`config.mk`:
```
export PLATFORM = sky130hd
export DESIGN_NAME = proc_out_port_bank
export DESIGN_NICKNAME = d
export VERILOG_FILES = /design/src/rtl/proc_out_port_bank.sv
export SDC_FILE = /design/constraint.sdc
export NUM_CORES = 1
export LEC_CHECK = 0
export CAP_MARGIN = 30
export CORE_ASPECT_RATIO = 2
export CORE_MARGIN = 1
export CORE_UTILIZATION = 46
export DETAILED_ROUTE_END_ITERATION = 7
export PLACE_DENSITY = 0.66
export REMOVE_ABC_BUFFERS = 1
export SLEW_MARGIN = 5
export SYNTH_ARGS = -nofsm -noshare
export SYNTH_HDL_FRONTEND = slang
export SYNTH_SLANG_ARGS = --single-unit
```
`constraint.sdc`:
```
create_clock -name clk -period 5 [get_ports clk]
set_clock_uncertainty 0.1 [all_clocks]
set_input_delay 1 -clock clk [delete_from_list [all_inputs] [get_ports clk]]
set_output_delay 1 -clock clk [all_outputs]
set_load 0.03 [all_outputs]
```
`src/rtl/proc_out_port_bank.sv`:
```
// proc_out_port_bank
//   Bank of p_nchan output channels, each a p_depth-entry FIFO drained by an
//   external val/rdy consumer, plus a shadow of the last accepted write.
//
// Ports:
//   clk, rst   clock, synchronous active-high reset
//   wr_en      processor write request
//   wr_chan    target channel index
//   wr_data    write data
//   wr_stall   combinational: request not accepted this cycle (target full)
//   wr_err     registered pulse: previous write targeted a nonexistent channel
//   out_val    per-channel head valid
//   out_rdy    per-channel consumer ready
//   out_data   per-channel head data, channel i at [i*p_nbits +: p_nbits]
//   last       per-channel most recent accepted write, same packing
//   occ        per-channel occupancy, channel i at [i*OW +: OW]
module proc_out_port_bank #(
    parameter int p_nchan = 3,
    parameter int p_nbits = 32,
    parameter int p_depth = 4
) (
    input  logic                                  clk,
    input  logic                                  rst,
    input  logic                                  wr_en,
    input  logic [((p_nchan > 1) ? $clog2(p_nchan) : 1)-1:0] wr_chan,
    input  logic [p_nbits-1:0]                    wr_data,
    output logic                                  wr_stall,
    output logic                                  wr_err,
    output logic [p_nchan-1:0]                    out_val,
    input  logic [p_nchan-1:0]                    out_rdy,
    output logic [p_nchan*p_nbits-1:0]            out_data,
    output logic [p_nchan*p_nbits-1:0]            last,
    output logic [p_nchan*$clog2(p_depth+1)-1:0]  occ
);

    localparam int CW = (p_nchan > 1) ? $clog2(p_nchan) : 1;
    localparam int OW = $clog2(p_depth + 1);
    localparam int PW = $clog2(p_depth);

    logic [p_nbits-1:0] mem_q  [p_nchan][p_depth];
    logic [p_nbits-1:0] mem_d  [p_nchan][p_depth];
    logic [PW-1:0]      head_q [p_nchan];
    logic [PW-1:0]      head_d [p_nchan];
    logic [PW-1:0]      tail_q [p_nchan];
    logic [PW-1:0]      tail_d [p_nchan];
    logic [OW-1:0]      occ_q  [p_nchan];
    logic [OW-1:0]      occ_d  [p_nchan];
    logic [p_nbits-1:0] last_q [p_nchan];
    logic [p_nbits-1:0] last_d [p_nchan];
    logic               wr_err_q;
    logic               wr_err_d;

    logic [p_nchan-1:0] hit;
    logic [p_nchan-1:0] full;
    logic [p_nchan-1:0] enq;
    logic [p_nchan-1:0] deq;

    // Channel decode by comparison loop, so an out-of-range wr_chan simply
    // matches no channel instead of indexing past the arrays.
    always_comb begin
        hit      = '0;
        full     = '0;
        for (int unsigned i = 0; i < p_nchan; i++) begin
            hit[i]     = wr_en && (wr_chan == CW'(i));
            full[i]    = (occ_q[i] == OW'(p_depth));
            out_val[i] = (occ_q[i] != '0);
        end
        // A full channel still accepts a write when its head leaves this cycle.
        wr_stall = |(hit & full & ~out_rdy);
        wr_err_d = wr_en && (hit == '0);
        enq      = wr_stall ? '0 : hit;
        deq      = out_val & out_rdy;
    end

    always_comb begin
        mem_d = mem_q;
        for (int unsigned i = 0; i < p_nchan; i++) begin
            head_d[i] = head_q[i];
            tail_d[i] = tail_q[i];
            occ_d[i]  = occ_q[i];
            last_d[i] = last_q[i];
            if (enq[i]) begin
                mem_d[i][tail_q[i]] = wr_data;
                last_d[i]           = wr_data;
                tail_d[i] = (tail_q[i] == PW'(p_depth - 1)) ? '0 : tail_q[i] + 1'b1;
            end
            if (deq[i]) begin
                head_d[i] = (head_q[i] == PW'(p_depth - 1)) ? '0 : head_q[i] + 1'b1;
            end
            if (enq[i] && !deq[i]) begin
                occ_d[i] = occ_q[i] + 1'b1;
            end else if (deq[i] && !enq[i]) begin
                occ_d[i] = occ_q[i] - 1'b1;
            end
        end
    end

    always_ff @(posedge clk) begin
        if (rst) begin
            wr_err_q <= 1'b0;
            for (int unsigned i = 0; i < p_nchan; i++) begin
                head_q[i] <= '0;
                tail_q[i] <= '0;
                occ_q[i]  <= '0;
                last_q[i] <= '0;
            end
        end else begin
            wr_err_q <= wr_err_d;
            for (int unsigned i = 0; i < p_nchan; i++) begin
                head_q[i] <= head_d[i];
                tail_q[i] <= tail_d[i];
                occ_q[i]  <= occ_d[i];
                last_q[i] <= last_d[i];
            end
        end
    end

    // Storage needs no reset: pointers and occupancy define what is valid.
    always_ff @(posedge clk) begin
        mem_q <= mem_d;
    end

    always_comb begin
        wr_err = wr_err_q;
        for (int unsigned i = 0; i < p_nchan; i++) begin
            out_data[i*p_nbits +: p_nbits] = out_val[i] ? mem_q[i][head_q[i]] : '0;
            last[i*p_nbits +: p_nbits]     = last_q[i];
            occ[i*OW +: OW]                = occ_q[i];
        end
    end

endmodule
```
# Word level (Yosys, flattened, before mapping)
# Memory sizes are Yosys's and may differ from the RTL's.
# Index checks and enable logic that the tools add are counted.
[word_totals]
ramBits = 117
register_bits = 385
mem_count = 4
[mem_list]
columns = ["name", "depth", "word_bits", "rd", "rd_clocked_by_memory_dff", "write_ports", "line_no", "rtl"]
rows = [
  ["last_q", 3, 32, 3, 0, 3, "48", "logic [p_nbits-1:0] last_q [p_nchan];"],
  ["occ_q", 3, 3, 3, 0, 3, "46", "logic [OW-1:0] occ_q [p_nchan];"],
  ["head_q", 3, 2, 3, 0, 3, "42", "logic [PW-1:0] head_q [p_nchan];"],
  ["tail_q", 3, 2, 3, 0, 3, "44", "logic [PW-1:0] tail_q [p_nchan];"],
]
[op_classes]
n_lt_le_gt_ge = 9
n_eq_ne = 11
add_sub_neg = 12
reduce_logical = 25
bitwise_logic = 22
n_mux = 58
[op_table]
columns = ["cell", "count"]
rows = [
  ["$mux 32", 18],
  ["$bwmux 128", 3],
  ["$bmux 32 s2", 3],
  ["$demux 32 s2", 3],
  ["$mux 2", 18],
  ["$mux 3", 10],
  ["$ge 3x3->1 const B", 6],
  ["$not 2->3", 6],
  ["$eq 2x2->1 const B", 7],
  ["$logic_and 1x1->1", 13],
  ["$add 2x1->2 const B", 6],
  ["$or 1x1->1", 12],
  ["$add 3x1->3 const B", 3],
  ["$and 3x3->3", 3],
  ["$eq 3x3->1 const B", 3],
  ["$lt 3x1->1 const B", 3],
  ["$reduce_bool 3->1", 3],
  ["$sub 3x1->3 const B", 3],
  ["$logic_not 1->1", 6],
  ["$logic_not 3->1", 1],
  ["$mux 1", 3],
  ["$not 3->3", 1],
  ["$reduce_or 3->1", 1],
  ["$eq 2x1->1 const B", 1],
  ["$logic_not 2->1", 1],
]

# Logic depth before layout (Yosys ltp)
[depth]
word_depth = 11
mapped_depth = 9
mapped_depth_nobuf = 8

# Least setup slack after synthesis
# OpenSTA, ideal clock, no wires.
[synth_timing]
path_kind = "in2out"
start = "input port out_rdy[2]"
end = "output port wr_stall"
arrival_time_ps = 2221
setup_slack_ps = 1679
stages = 4
required_time_ps = 3900
path_cell_list = "or4b_4 buf_6 buf_6 o21ai_1"
[synth_via]
elab_chain_cells = 3
[synth_rtl]
columns = ["item", "line_no", "rtl"]
rows = [
  ["start: declaration", "30", "input logic [p_nchan-1:0] out_rdy,"],
  ["$not 3->3", "69", "wr_stall = |(hit & full & ~out_rdy);"],
  ["$and 3x3->3", "69", ""],
  ["$reduce_or 3->1", "69", ""],
  ["end: declaration", "27", "output logic wr_stall,"],
]
# Every way passes these cells.

# Final worst setup path
# Ends and elaborated chain as after synthesis.

==> reports/metrics.yaml <==
wl_um: 52020
drive_above_1_share: 0.1498
synthTopCellsByCount: "edfxtp_1 (384), dfxtp_1 (118), a21oi_1 (105)"
die_h_um: 293.3
fp-row-count: 106
netlist_instances: 1197
viasPerCell: 5.803
clk_latency_ns: 0.54
synth_edf_count: 384
cts_resized: 0
clock_sink_count: 502
p_clk_frac: 0.267
hp-class: "flip-flop to flip-flop"
cts_max_level: 2
n_antenna_cell: 0
io_pins: 246
seq_power_share: 0.403
drc: 0
crit_path_max_fanout: 3
synthFlopType: "edfxtp_1"
path_buf_inv: 2
critPathRequiredTime_ns: 3.90
total_power_mw: 11.99
grt_start_max_net_pins: 67
grt_usage: 0.2440
end_kind: "primary output"
drt_first_pass_iters: 5
dp_hpwl_um: 32780
initial_core_util: 0.4672
syn_to_final_growth_pct: 22.64
muxShareOfSynthArea: 0.1138
postPlaceCellArea_um2: 22610
fin_nets: 1490
clockBufferDepth: 3
gp_routability_congestion: 0.7549
clkTransAtPathRegs_ns: 0.07
synthArstFlopShare: 0
dieWidth_um: 147.7
synthTopCellsByArea: "edfxtp_1 (59%), dfxtp_1 (12%), mux4_2 (11%)"
core_area_um2: 41780
synth_top_area_cell: "edfxtp_1"
setup-violations-final: 0
cap_violations: 0
status: "finished, final reports clean"
crit_arrival_ns: 3.24
n_fill_cell: 3269
synthSimpleGateAreaFrac: 0.07576
critPathKind: "input port to primary output"
grt_pass1_wl_um: 76290
crit_top_cell: "clkdlybuf4s50_1"
synth_top_family_by_area: "multiplexers"
leakagePower_nw: 7.571
cts_setup_buffers: 0
cts_tree: "yes"
max_slew_margin: 0.3732
die-area_um2: 43310
io_buffers: 245
netSwitchingFraction: 0.3329
switchingPower_mw: 3.992
vias: 11618
ys_ff_latch: 502
power_density_nw_per_um2: 500.9
period_share: 0.8686
yosysWarningCount: 0
grt_pass1_vias: 11778
fin_cells: 2002
antenna_found_initial: 0
synthXorXnorAreaFrac: 0.002692
p_int_mw: 7.999
root_buffer: "clkbuf_16"
stdcell_area_um2: 23940
yosysUniqueCellTypes: 34
synth_compound_area_frac: 0.05602
netlist_area_um2: 19520
ys_seq_area_frac: 0.7117
synth.avg_cell_area_um2: 16.31
ir_drop_v: 0.0003424
synth.top_cell.area_share: 0.5907
rsz0062_at_grt: "no"
slowest_stage: "clkdlybuf4s50_1"
worstSetupStartpointType: "input port"
overflow: 0
yosysMostFrequentCell: "edfxtp_1"
final-max-slew-violation-count: 0
power_frac_comb: 0.330
final.setup.tns_ns: 0
drt_iter0_markers: 654
routedWlPerCell_um: 25.98
cts_made_buffers: 42
synthAdderAreaFrac: 0.01461
dp.cells: 1925
hold_viol: 0
postCtsHoldBufs: 0
path_delay_family: "buffers and inverters"
fin_crit_ns: 4.343
slowest_delay_ns: 0.78
drtAntennaViolNets: 0
fmax_mhz: 230.2
tightest_slew_ns: 0.9402
path_cells: "clkdlybuf4s50_1 -> or4b_4 -> o21ai_1 -> clkdlybuf4s50_1"
[per-stage QoR]
step | hold slack (ns) | setup slack, ns | utilization
3_3_place_gp | 0.3625 | 0.6164 | 0.5368
6_report | 0.3759 | 0.6568 | 0.5730
3_5_place_dp | 0.3687 | 0.5975 | 0.5412
4_1_cts | 0.3777 | 0.5942 | 0.5730
2_1_floorplan | 0.3806 | 1.100 | -
5_1_grt | 0.3902 | 0.5984 | 0.5730
[flip-flops by register name, summed over array words and instances, names as in the netlist]
register	flops
mem_q	384
last_q	96
occ_q	9
head_q	6
tail_q	6
wr_err	1
[per-layer routing]
layer,up-vias,global-route usage,part of all wire
met5,-,0,0
met4,0,0.1061,0.041
met3,107,0.03416,0.057
met2,464,0.4467,0.54
met1,5983,0.2814,0.36
li1,5064,-,-
[worst register-to-register path: cells and delay by family, from the launching register on]
family                   cells  cell delay, ns
AO/OA/AOI/OAI                1            0.14
XOR/XNOR                     1            0.08
adder cells (fa/ha/maj)      2            0.44
buffers and inverters        2            0.58
flip-flops                   1            0.42
AND/OR/NAND/NOR              3            1.00
[cells in the final DEF, fill, tap and decap left out, types with 10 or more instances in the layout]
master	instances
edfxtp_1	384
clkdlybuf4s50_1	244
dfxtp_1	112
a21oi_1	105
nand3_1	102
mux4_2	96
nor2b_1	96
o21ai_0	89
clkbuf_16	44
buf_4	23
ha_1	18
clkbuf_1	16
o21ai_1	14
nor2_1	12
inv_1	12
and3_2	12
buf_12	10
[area by class of cell]
class,count,area (um^2),area share
Tap cell,540,675.6,0.02822
Timing Repair Buffer,277,2815,0.1176
Inverter,12,45.04,0.001882
Clock buffer,66,1244,0.05195
Sequential cell,502,13900,0.5807
Multi-Input combinational cell,594,5171,0.2160
Clock inverter,11,87.58,0.003659
[power groups by stage]
stage | clock [mW] | sequential (mW) | combinational, mW
after floorplan | 0 | 5.08 | 2.04
after detailed placement | 0 | 4.93 | 4.02
after global routing | 3.40 | 4.85 | 4.17
after CTS | 3.26 | 4.84 | 4.04
after global placement | 0 | 4.93 | 3.98
final | 3.20 | 4.83 | 3.96
[worst paths after layout]
check,to,slack (ns),from,cells after the start
max reg2reg,occ_q[0][2]$_SDFFE_PP0P_,2.18,occ_q[0][0]$_SDFFE_PP0P_,9
min reg2reg,last_q[0][55]$_SDFFE_PP0P_,0.38,last_q[0][55]$_SDFFE_PP0P_,2
max,wr_stall,0.66,out_rdy[2],4
min,last_q[0][55]$_SDFFE_PP0P_,0.38,last_q[0][55]$_SDFFE_PP0P_,2
[cell families after synthesis]
| family | after synthesis |
|---|---|
| buffers and inverters | 101 |
| multiplexers | 102 |
| XOR/XNOR | 6 |
| AO/OA/AOI/OAI | 215 |
| AND/OR/NAND/NOR | 250 |
| flip-flops | 502 |
| adder cells (fa/ha/maj) | 21 |
No activity file was read; power rests on OpenSTA's default activity.
